### src/rtl/irq_pending_arbiter.sv
// Sticky interrupt pending register with lowest-index-first grant
// and a valid/ack handshake toward the consumer.
module irq_pending_arbiter #(
    parameter int N     = 8,
    parameter int IDX_W = 3,
    parameter int CNT_W = 8
) (
    input  logic             clk,
    input  logic             reset,
    input  logic [N-1:0]     req,
    input  logic [N-1:0]     mask,
    output logic [IDX_W-1:0] out_idx,
    output logic             out_valid,
    input  logic             out_ack,
    output logic [N-1:0]     pending,
    output logic [CNT_W-1:0] serviced_cnt
);

    localparam logic [0:0] IDLE  = 1'b0;
    localparam logic [0:0] GRANT = 1'b1;

    logic [0:0]       state;
    logic [N-1:0]     elig;
    logic [N-1:0]     clr;
    logic [IDX_W-1:0] sel;
    logic             any;
    logic             done;

    assign elig = pending & mask;
    assign any  = |elig;
    assign done = (state == GRANT) && out_ack;

    // Scan from the top so the lowest set index is the last writer.
    always_comb begin
        sel = '0;
        for (int i = N - 1; i >= 0; i--) begin
            if (elig[i]) begin
                sel = IDX_W'(i);
            end
        end
    end

    always_comb begin
        clr = '0;
        if (done) begin
            clr[out_idx] = 1'b1;
        end
    end

    always_ff @(posedge clk) begin
        if (reset) begin
            pending      <= '0;
            out_valid    <= 1'b0;
            out_idx      <= '0;
            serviced_cnt <= '0;
            state        <= IDLE;
        end else begin
            // A request landing on the bit being cleared is kept.
            pending <= (pending & ~clr) | req;
            unique case (state)
                IDLE: begin
                    out_valid <= 1'b0;
                    if (any) begin
                        out_idx   <= sel;
                        out_valid <= 1'b1;
                        state     <= GRANT;
                    end
                end
                GRANT: begin
                    if (out_ack) begin
                        serviced_cnt <= serviced_cnt + 1'b1;
                        out_valid    <= 1'b0;
                        state        <= IDLE;
                    end
                end
                default: begin
                    out_valid <= 1'b0;
                    state     <= IDLE;
                end
            endcase
        end
    end

endmodule

### config.mk
export PLATFORM = sky130hd
export DESIGN_NAME = irq_pending_arbiter
export DESIGN_NICKNAME = d
export VERILOG_FILES = /design/src/rtl/irq_pending_arbiter.sv
export SDC_FILE = /design/constraint.sdc
export NUM_CORES = 1
export LEC_CHECK = 0
export CORE_ASPECT_RATIO = 0.8
export CORE_MARGIN = 2
export CORE_UTILIZATION = 37
export DETAILED_ROUTE_END_ITERATION = 12
export PLACE_DENSITY = 0.78
export SLEW_MARGIN = 20
export SYNTH_ARGS = -nofsm -noshare
export SYNTH_HDL_FRONTEND = slang
export SYNTH_SLANG_ARGS = --single-unit
### constraint.sdc
create_clock -name clk -period 1.3 [get_ports clk]
set_input_delay 0.13 -clock clk [delete_from_list [all_inputs] [get_ports clk]]
set_output_delay 0.13 -clock clk [all_outputs]
set_load 0.05 [all_outputs]
==> results.cfg <==
[sta]
hold_viol = 0
relSlewSlack = 0.748
worst_slack_ps = 7.00
clock_skew_ps = 4.21
clock.fmax_mhz = 773
finalCritPeriodShare = 0.995
rsz0062_at_grt = yes
slew_violations = 0
post-route-min-period_ps = 1290
setup_viol = 0
worst_slew_pin_slew_ps = 373

[logic_synthesis]
netlist_area_um2 = 938
synth.avg_cell_area_um2 = 8.30
synth_area_leaders = dfxtp_1, a21oi_1, nor2_1, nand2_1, nand4_1
synth_top_area_share = 0.448
ys.flop_type = dfxtp_1
synth.distinct_cells = 30
syn_inst = 113
syn_nets = 133
yosysWarnings = 0
synth_edf_count = 0
ys_async_sr_fraction = 0
synth_top_cell_by_area = dfxtp_1
ys_seq_elements = 21
yosysSeqAreaShare = 0.448

[setup_path]
path_max_fanout = 5
crit_slowest_cell = or4_4
cp-startpoint = out_idx[0]
slowest_delay_ps = 520
end_kind = flip-flop
r2r_slack_ps = 7
worstSetupPathType = reg2reg
crit_arrival_ps = 1520
regToRegEndpoint = pending[3]
critical_path.cell_chain = inv_2 > or4_4 > a21oi_2 > nor2_1
crit_required_ps = 1530
rr_startpoint = out_idx[0]
worst_setup_path_start_kind = flip-flop
worstRegToRegCells = 4
crit_path_end = pending[3]

[power_and_ir_drop]
report.power.total_w = 0.00172
peakVddDrop_uv = 857
powerDensity_mw_per_mm2 = 936
p_leak_nw = 0.731

[cells_and_area]
final_cell_area_mm2 = 0.00184
fill_cells = 148
area_delta_synth_final_pct = 95.7
nets = 198
post-route-util = 0.758
final_layout_size_suffix_gt1_frac = 0.446
diodes = 0
final_cells = 213

[place]
io_buffers = 38
place_area_mm2 = 0.00173
place_ws_ps = -279
dp_cells = 205
dp_hpwl_mm = 2.52
gp_congestion = 0.912

[floorplanning]
row_count = 16
die-area_mm2 = 0.00296
start_util = 0.387
dieWidth_um = 60.3
io_pins = 39
die_h_um = 49.0
fp.coreArea_mm2 = 0.00242

[routing]
wl_per_cell_um = 16.3
final_antenna_net_count = 0
finalWirelength_mm = 3.46
drt_iter0_drc = 148
drtPass1Iterations = 4
vias = 1152
route.detailed.drc = 0
via_per_inst = 5.41

[clock_network]
tritoncts = done
clk_latency_ps = 320
cts_max_level = 1
cts.sinks = 21
cts_buffer_depth = 2
numCtsBuffers = 3
clk_pin_slew_ps = 120
cts-root-buf = clkbuf_4

[grt]
grt_pass1_vias = 1078
overflow = 0
grt_max_degree = 14
grt_pass1_wl_mm = 5.28
grt_util_all_layers = 0.245
grt_antenna_before_repair = 0

[worst_hold_path]
hold_class = in2reg

[run]
maxCapViolCount = 0

[status]
status = finished clean
-- worst max-delay path: cells and delay by family (launching register included) --
family | cells | cell delay [ps]
compound gates | 1 | 150
buf+inv | 1 | 80
flops | 1 | 400
simple gates | 2 | 570
-- cell families (layout without fill, tap and decap cells) --
| group | after synthesis | count (layout) | synth area share |
|---|---|---|---|
| AOI/OAI and AO/OA | 29 | 29 | 0.189 |
| xor gates and xnor gates | 6 | 6 | 0.0560 |
| adders and majority gates | 1 | 1 | 0.0133 |
| buffers and inverters | 9 | 73 | 0.0413 |
| DFF | 21 | 21 | 0.448 |
| and+or+nand+nor | 47 | 47 | 0.252 |
-- synthesized netlist by cell type, drive strengths merged, types with 2 or more instances --
cell type	instances
or3	2
inv	5
nand4	6
nand2	12
a32oi	2
or4	3
nor2	14
nor3	4
clkbuf	2
xor2	3
o21ai	2
dfxtp	21
buf	2
a21oi	16
xnor2	3
a211oi	2
a22oi	4
-- stage by stage --
| stage | hold WS (ps) | TNS [ps] |
|---|---|---|
| 4_1_cts | 313 | 0 |
| 6_report | 320 | 0 |
| 5_1_grt | 340 | -139 |
| 3_5_place_dp | 495 | -3910 |
| 3_3_place_gp | 485 | -2650 |
| 2_1_floorplan | 247 | 0 |
-- sequential cells by signal, indices dropped and copies added (netlist names) --
name,flops
pending,8
out_idx,3
state,1
serviced_cnt,8
out_valid,1
-- cell usage in the layout (no fill, tap or decap), types with 2 or more instances in the layout --
cell type	netlist	layout
or4_4	0	2
a32oi_1	2	2
clkbuf_4	0	3
dfxtp_2	0	14
or3_1	2	2
xnor2_1	3	3
nor3_1	4	3
inv_1	4	4
buf_4	1	26
nand2_1	11	11
nand4_1	6	6
dfxtp_4	0	2
a21oi_2	0	3
nor2_1	14	14
buf_12	0	20
a22oi_2	0	3
o21ai_0	2	2
clkdlybuf4s50_1	0	18
xor2_1	3	3
dfxtp_1	21	5
a21oi_1	16	13
-- report_power, final --
| part | total [W] | leakage, nW | switching, W | internal (W) |
|---|---|---|---|---|
| registers | 0.000750 | 0.179 | 0.0000583 | 0.000691 |
| clock network | 0.000338 | 0.0183 | 0.000218 | 0.000120 |
| logic | 0.000631 | 0.534 | 0.000314 | 0.000318 |
-- area by class of cell --
type | count | area, um2 | share of cell area
Clock inverter | 1 | 6.26 | 0.00341
Tap cell | 36 | 45.0 | 0.0245
Clock buffer | 3 | 22.5 | 0.0123
Timing Repair Buffer | 64 | 776 | 0.422
Sequential cell | 21 | 445 | 0.243
Inverter | 5 | 18.8 | 0.0102
Multi-Input combinational cell | 83 | 523 | 0.285
-- how the worst min path moves through the flow --
| stage | start | endpoint | slack, ps | depth (start not counted) |
|---|---|---|---|---|
| after detailed placement | serviced_cnt[1] | serviced_cnt[1] | 500 | 2 |
| final | req[1] | pending[1] | 320 | 3 |
| after CTS | req[1] | pending[1] | 310 | 3 |
| after global placement | serviced_cnt[1] | serviced_cnt[1] | 480 | 2 |
| after floorplan | req[0] | pending[0] | 250 | 2 |
| after global routing | req[1] | pending[1] | 340 | 3 |
-- per-layer routing --
metal	share of wire	up-vias	global-route usage	wire length, um
met2	0.53	48	0.397	1840
met1	0.39	560	0.315	1340
met3	0.058	7	0.0557	200
met5	0	-	0	0
met4	0.023	0	0.0889	78
li1	-	537	-	-
-- timing repair --
action | CTS | global route
buffers inserted | 3 | 1
pin swaps | 0 | 3
endpoints found under the setup margin | 4 | 6
gates resized for setup | 1 | 9
hold buffers | 0 | 0
(Power assumes the default switching activity.)
